[src/rtl/mpu_load_sequencer.sv]
// MPU LOAD front end: captures one matrix and streams it row-major into the register file,
// one element per cycle after the write-port grant; all outputs are registered.
module mpu_load_sequencer #(
    parameter int M                = 3,
    parameter int N                = 3,
    parameter int FP               = 32,
    parameter int MATRIX_REGISTERS = 8,
    localparam int MBITS = $clog2(M + 1),
    localparam int NBITS = $clog2(N + 1),
    localparam int ABITS = $clog2(MATRIX_REGISTERS),
    localparam int NE    = M * N,
    localparam int KBITS = $clog2(NE + 1)
) (
    input  logic                 clk,
    input  logic                 rst,
    input  logic                 load_req_in,
    output logic                 load_ready_out,
    input  logic [NE*FP-1:0]     matrix_in,
    input  logic [MBITS-1:0]     m_in,
    input  logic [NBITS-1:0]     n_in,
    input  logic [ABITS-1:0]     dest_addr_in,
    output logic                 reg_req_out,
    input  logic                 reg_grant_in,
    output logic                 reg_wr_en_out,
    output logic [ABITS-1:0]     reg_wr_addr_out,
    output logic [MBITS-1:0]     reg_wr_row_out,
    output logic [NBITS-1:0]     reg_wr_col_out,
    output logic [FP-1:0]        reg_wr_data_out,
    output logic                 reg_dim_wr_out,
    output logic [MBITS-1:0]     reg_m_out,
    output logic [NBITS-1:0]     reg_n_out,
    output logic                 load_done_out,
    output logic                 load_error_out
);

    typedef enum logic [1:0] {LOAD_IDLE, LOAD_REQUEST, LOAD_MATRIX} load_state_e;

    load_state_e                state, state_d;
    logic [0:NE-1][FP-1:0]      cap, cap_d;
    logic [MBITS-1:0]           m_q, m_d, row, row_d;
    logic [NBITS-1:0]           n_q, n_d, col, col_d;
    logic [ABITS-1:0]           addr_q, addr_d;
    logic [KBITS-1:0]           k, k_d;
    logic                       wr_en_d, dim_wr_d, done_d, error_d;
    logic                       bad_dims, last;

    assign reg_m_out = m_q;
    assign reg_n_out = n_q;

    always_comb begin
        state_d  = state;
        cap_d    = cap;
        m_d      = m_q;
        n_d      = n_q;
        addr_d   = addr_q;
        row_d    = row;
        col_d    = col;
        k_d      = k;
        wr_en_d  = 1'b0;
        dim_wr_d = 1'b0;
        done_d   = 1'b0;
        error_d  = 1'b0;

        bad_dims = (m_in == '0) || (n_in == '0) ||
                   (8'(m_in) > 8'(M)) || (8'(n_in) > 8'(N));
        // row/col track the element currently on the write outputs
        last     = (row == MBITS'(m_q - 1'b1)) && (col == NBITS'(n_q - 1'b1));

        case (state)
            LOAD_IDLE: begin
                if (load_req_in) begin
                    if (bad_dims) begin
                        error_d = 1'b1;
                    end else begin
                        cap_d   = matrix_in;
                        m_d     = m_in;
                        n_d     = n_in;
                        addr_d  = dest_addr_in;
                        row_d   = '0;
                        col_d   = '0;
                        k_d     = '0;
                        state_d = LOAD_REQUEST;
                    end
                end
            end
            LOAD_REQUEST: begin
                if (reg_grant_in) begin
                    state_d  = LOAD_MATRIX;
                    wr_en_d  = 1'b1;
                    dim_wr_d = 1'b1;
                end
            end
            LOAD_MATRIX: begin
                if (last) begin
                    state_d = LOAD_IDLE;
                    done_d  = 1'b1;
                end else begin
                    wr_en_d = 1'b1;
                    k_d     = k + 1'b1;
                    if (col == NBITS'(n_q - 1'b1)) begin
                        col_d = '0;
                        row_d = row + 1'b1;
                    end else begin
                        col_d = col + 1'b1;
                    end
                end
            end
            default: state_d = LOAD_IDLE;
        endcase
    end

    always_ff @(posedge clk) begin
        if (rst) begin
            state           <= LOAD_IDLE;
            cap             <= '0;
            m_q             <= '0;
            n_q             <= '0;
            addr_q          <= '0;
            row             <= '0;
            col             <= '0;
            k               <= '0;
            load_ready_out  <= 1'b1;
            reg_req_out     <= 1'b0;
            reg_wr_en_out   <= 1'b0;
            reg_wr_addr_out <= '0;
            reg_wr_row_out  <= '0;
            reg_wr_col_out  <= '0;
            reg_wr_data_out <= '0;
            reg_dim_wr_out  <= 1'b0;
            load_done_out   <= 1'b0;
            load_error_out  <= 1'b0;
        end else begin
            state           <= state_d;
            cap             <= cap_d;
            m_q             <= m_d;
            n_q             <= n_d;
            addr_q          <= addr_d;
            row             <= row_d;
            col             <= col_d;
            k               <= k_d;
            load_ready_out  <= (state_d == LOAD_IDLE);
            reg_req_out     <= (state_d != LOAD_IDLE);
            reg_wr_en_out   <= wr_en_d;
            reg_wr_addr_out <= wr_en_d ? addr_d : '0;
            reg_wr_row_out  <= wr_en_d ? row_d : '0;
            reg_wr_col_out  <= wr_en_d ? col_d : '0;
            reg_wr_data_out <= wr_en_d ? cap_d[k_d] : '0;
            reg_dim_wr_out  <= dim_wr_d;
            load_done_out   <= done_d;
            load_error_out  <= error_d;
        end
    end

endmodule

[config.mk]
export PLATFORM = sky130hd
export DESIGN_NAME = mpu_load_sequencer
export DESIGN_NICKNAME = d
export VERILOG_FILES = /design/src/rtl/mpu_load_sequencer.sv
export SDC_FILE = /design/constraint.sdc
export NUM_CORES = 1
export LEC_CHECK = 0
export ABC_AREA = 1
export CORE_ASPECT_RATIO = 0.6
export CORE_UTILIZATION = 52
export CTS_CLUSTER_DIAMETER = 120
export CTS_CLUSTER_SIZE = 40
export DETAILED_ROUTE_END_ITERATION = 16
export PLACE_DENSITY = 0.82
export SLEW_MARGIN = 40
export SYNTH_ARGS = -nofsm -noshare
export SYNTH_HDL_FRONTEND = slang
export SYNTH_SLANG_ARGS = --single-unit
[constraint.sdc]
create_clock -name clk -period 3.2 [get_ports clk]
set_input_delay 0.64 -clock clk [delete_from_list [all_inputs] [get_ports clk]]
set_output_delay 0.64 -clock clk [all_outputs]
set_load 0.01 [all_outputs]
==> results.md <==
* Post_cts resized at 0
* Number of synthesized register bits at 350
* Worst Hold Class: input port to flip-flop
* Final period utilization at 93.7%
* CP bufs+invs at 4
* Gpl congestion at 0.952
* Final WL at 53,400 um
* Area of the core at 28,800 um^2
* Ports at 348
* Fmax at approximately 330 MHz
* Worst slew pin tran at about 0.78 ns
* Mux cell area share after synthesis at 12.6%
* Post-synthesis compound-gate area fraction at 4.96%
* Worst Path Arrival at ~3.4 ns
* Area of the mapped netlist at about 15,000 um^2
* Internal power at 6530 uW
* Max Slew Vio Count at 0
* Cts bufs inserted at 12
* R2r setup slk at 0.20 ns
* Status: completed
* Sequential power share at 51.4%
* Hold slack at 0.495 ns
* Gr usage total at 34.4%
* Share of layout cells above drive strength 1 at 8.90%
* Final core utilization at around 68%
* Slew margin rel. at 48.3%
* Height of the die at ~130 um
* Combinational share of power at 25.9%
* Crit path cell chain: inv_1 -> ha_1 -> nand2_1 -> nor2_4 -> buf_12 -> buf_12 -> buf_4 -> mux2i_1 -> nand2_1 -> nand3_1 -> nand3_1 -> nand3_1 -> a21oi_1
* First-pass GRT wire length at 79,500 um
* Pre-CTS WS at -0.178 ns
* Worst skew pair latency at 0.53 ns
* Syn Nets at 2,173
* Die X at 223 um
* Reg-to-Reg End: reg_wr_data_out[25]$_SDFF_PP0_
* Tmin final at about 3.0 ns
* P_leak at between 0.008 and 0.009 uW
* Antenna viol nets, final at 0
* Final setup fails at 0
* Clock transition at path regs at 0.14 ns
* Hold EP: cap[229]$_SDFF_PP0_
* DP Area at 19,200 um^2
* Post-Synth XOR/XNOR Area at 0.115%
* YS warnings at 0
* Area share of fa/ha/maj cells after synthesis at 0.410%
* Hold Crit Start: rst
* Maximum vdd drop at 395 uV
* Max cap viols at 0
* Largest net degree at the start of global routing at 109
* Critical path peak fanout at 31
* CTS root buffer: clkbuf_16
* Die Footprint at 30,100 um^2
* Syn-to-layout area delta at 27.9%
* Core Rows at 48
* Hold path cells at 2
* P_sw at around 2700 uW
* Seq/Total Area, Yosys at a little under half
* Synth Area per Inst at 8.17 um^2
* Slowest-stage cell, CP: dfxtp_1
* Vias in the first global route at 13,664
* WP data required at 3.61 ns
* CTS tree: yes
* Worst stage delay on the critical path at 0.37 ns
* Via/cell ratio at 5.79
* Crit Path Class: flip-flop to flip-flop
* DR WL/cell at 21.3 um
* Starting density of the core at 53.0%
* GR Overflow Total at 0
* Clk pwr share at 22.7%
* Combinational family with the most area after synthesis: simple AND/OR/NAND/NOR gates
* Mapped Cells at 1,869
* Cell family with most CP delay: simple AND/OR/NAND/NOR gates
* Postcts setup bufs at 0
* Most repeated library cell on the critical path: nand3_1
* Most frequent cells in the layout: nand3_1 (360), dfxtp_1 (350), clkdlybuf4s50_1 (346), nor2_1 (319), mux2i_1 (193)
* Post-DP HPWL at 38,500 um
* IO Port Bufs at 347
* Number of iterations in the first detailed-routing pass at 6
* Max clock buf depth at 3
* Startpoint types: flip-flop
* Hold_buf cts at 0
* Clk sinks at 350
* H-tree levels at 1
* First DRT Iteration DRCs at 2,137
* Routed vias at 14,541
* Post-Route Skew at 0.0212 ns
* Design Area, Final at 19,500 um^2
* Hold Fails Final Rpt at 0
* Crit end category: flip-flop
* RSZ-0062 raised after global routing: no
* Reg2Reg Depth at 13
* Reg-to-reg startpoint: state[0]$_SDFF_PP0_
* Sw Share at around 30%
* Initial antenna violation count at 8
* Synth cell types at 34
* Residual DRC at 0
* Nets at 2,439
* Commonest non-fill, non-tap cell in the layout: nand3_1
* Final WS setup at 0.203 ns
* Simple-Gate Fraction of Synth Area at 30.2%
* Final Power at 9220 uW
* PwrDens at 472 nW/um^2
==> cells in the mapped netlist <==
| cell | n | share of area, % |
|---|---|---|
| nor2_2 | 2 | 0.082 |
| buf_6 | 7 | 0.52 |
| a211oi_1 | 1 | 0.049 |
| nand2_1 | 156 | 3.8 |
| o21ai_1 | 28 | 0.92 |
| xor2_1 | 2 | 0.11 |
| nand3b_1 | 32 | 1.6 |
| clkinv_1 | 1 | 0.025 |
| buf_2 | 62 | 2.0 |
| nand3_2 | 2 | 0.13 |
| o21ai_0 | 77 | 2.5 |
| nand2_4 | 2 | 0.15 |
| nand3_1 | 360 | 12 |
| inv_2 | 6 | 0.15 |
| o22ai_1 | 1 | 0.041 |
| or2_2 | 98 | 4.0 |
| nor2_4 | 2 | 0.15 |
| o21ai_2 | 1 | 0.057 |
| nor3_1 | 4 | 0.13 |
| buf_1 | 5 | 0.12 |
| nor2_1 | 320 | 7.9 |
| a21oi_1 | 39 | 1.3 |
| nand4_1 | 1 | 0.041 |
| nor3b_1 | 1 | 0.049 |
| nand4_4 | 1 | 0.14 |
| dfxtp_1 | 350 | 46 |
| o211ai_1 | 2 | 0.098 |
| nor4_1 | 2 | 0.082 |
| inv_1 | 25 | 0.61 |
| nand2_2 | 5 | 0.20 |
| mux2i_1 | 193 | 13 |
| buf_4 | 17 | 0.84 |
| clkbuf_1 | 59 | 1.5 |
| ha_1 | 5 | 0.41 |
==> flip-flops by register name, summed over array words and instances (netlist names), 3 cells and up <==
name	cells
addr_q	3
cap	288
k	4
reg_wr_addr_out	3
reg_wr_data_out	32
==> how the worst max path moves through the flow <==
stage / slack (ns) / from / endpoint / cells past startpoint
2_1_floorplan: 1.05 / n_in[0] / reg_wr_data_out[6]$_SDFF_PP0_ / 13
3_3_place_gp: -0.13 / n_in[0] / reg_wr_data_out[25]$_SDFF_PP0_ / 14
3_5_place_dp: -0.18 / n_in[0] / reg_wr_data_out[25]$_SDFF_PP0_ / 14
4_1_cts: 0.31 / state[0]$_SDFF_PP0_ / reg_wr_data_out[25]$_SDFF_PP0_ / 13
5_1_grt: 0.09 / state[1]$_SDFF_PP0_ / reg_wr_data_out[25]$_SDFF_PP0_ / 13
6_report: 0.20 / state[0]$_SDFF_PP0_ / reg_wr_data_out[25]$_SDFF_PP0_ / 13
==> power by group through the flow <==
stage | clock network [uW] | registers [uW] | logic [uW]
after floorplan | 0 | 4820 | 1450
after global placement | 0 | 4820 | 2280
after detailed placement | 0 | 4840 | 2340
after CTS | 2110 | 4740 | 2350
after global routing | 2250 | 4770 | 2580
final | 2090 | 4740 | 2390
==> final cells by class <==
class,instances,area [um^2]
diodes,2,5.00
clock buffers,13,325
clock inverters,1,11.3
fillers,2346,9300
inverters,32,121
multi-input cells,1337,7410
flip-flops and latches,350,7010
well taps,375,469
repair buffers,402,4180
==> worst reg2reg max path, stage by stage (launching register included) <==
cell	delay, ns
dfxtp_1	0.37
inv_1	0.09
ha_1	0.22
nand2_1	0.12
nor2_4	0.24
buf_12	0.22
buf_12	0.23
buf_4	0.29
mux2i_1	0.34
nand2_1	0.09
nand3_1	0.11
nand3_1	0.17
nand3_1	0.26
a21oi_1	0.11
==> stage by stage <==
step | TNS (ns) | instances
2_1_floorplan | 0 | 1869
3_3_place_gp | -0.255 | 2496
3_5_place_dp | -0.447 | 2496
4_1_cts | 0 | 2510
6_report | 0 | 2512
5_1_grt | 0 | 2511
==> kinds of logic after synthesis <==
family                     Yosys count
AOI/OAI and AO/OA                  149
xor gates and xnor gates             2
adders and majority gates            5
buffers and inverters              182
DFF                                350
muxes                              193
and+or+nand+nor                    988
==> metal layers <==
metal	track usage, %	vias up	wire length [um]
met5	0	-	72
met4	12.1	12	2060
met3	9.05	125	6440
met2	50.6	838	22200
met1	48.7	6806	22600
li1	-	6760	-
Note: power is estimated with default switching activity, not from simulation.
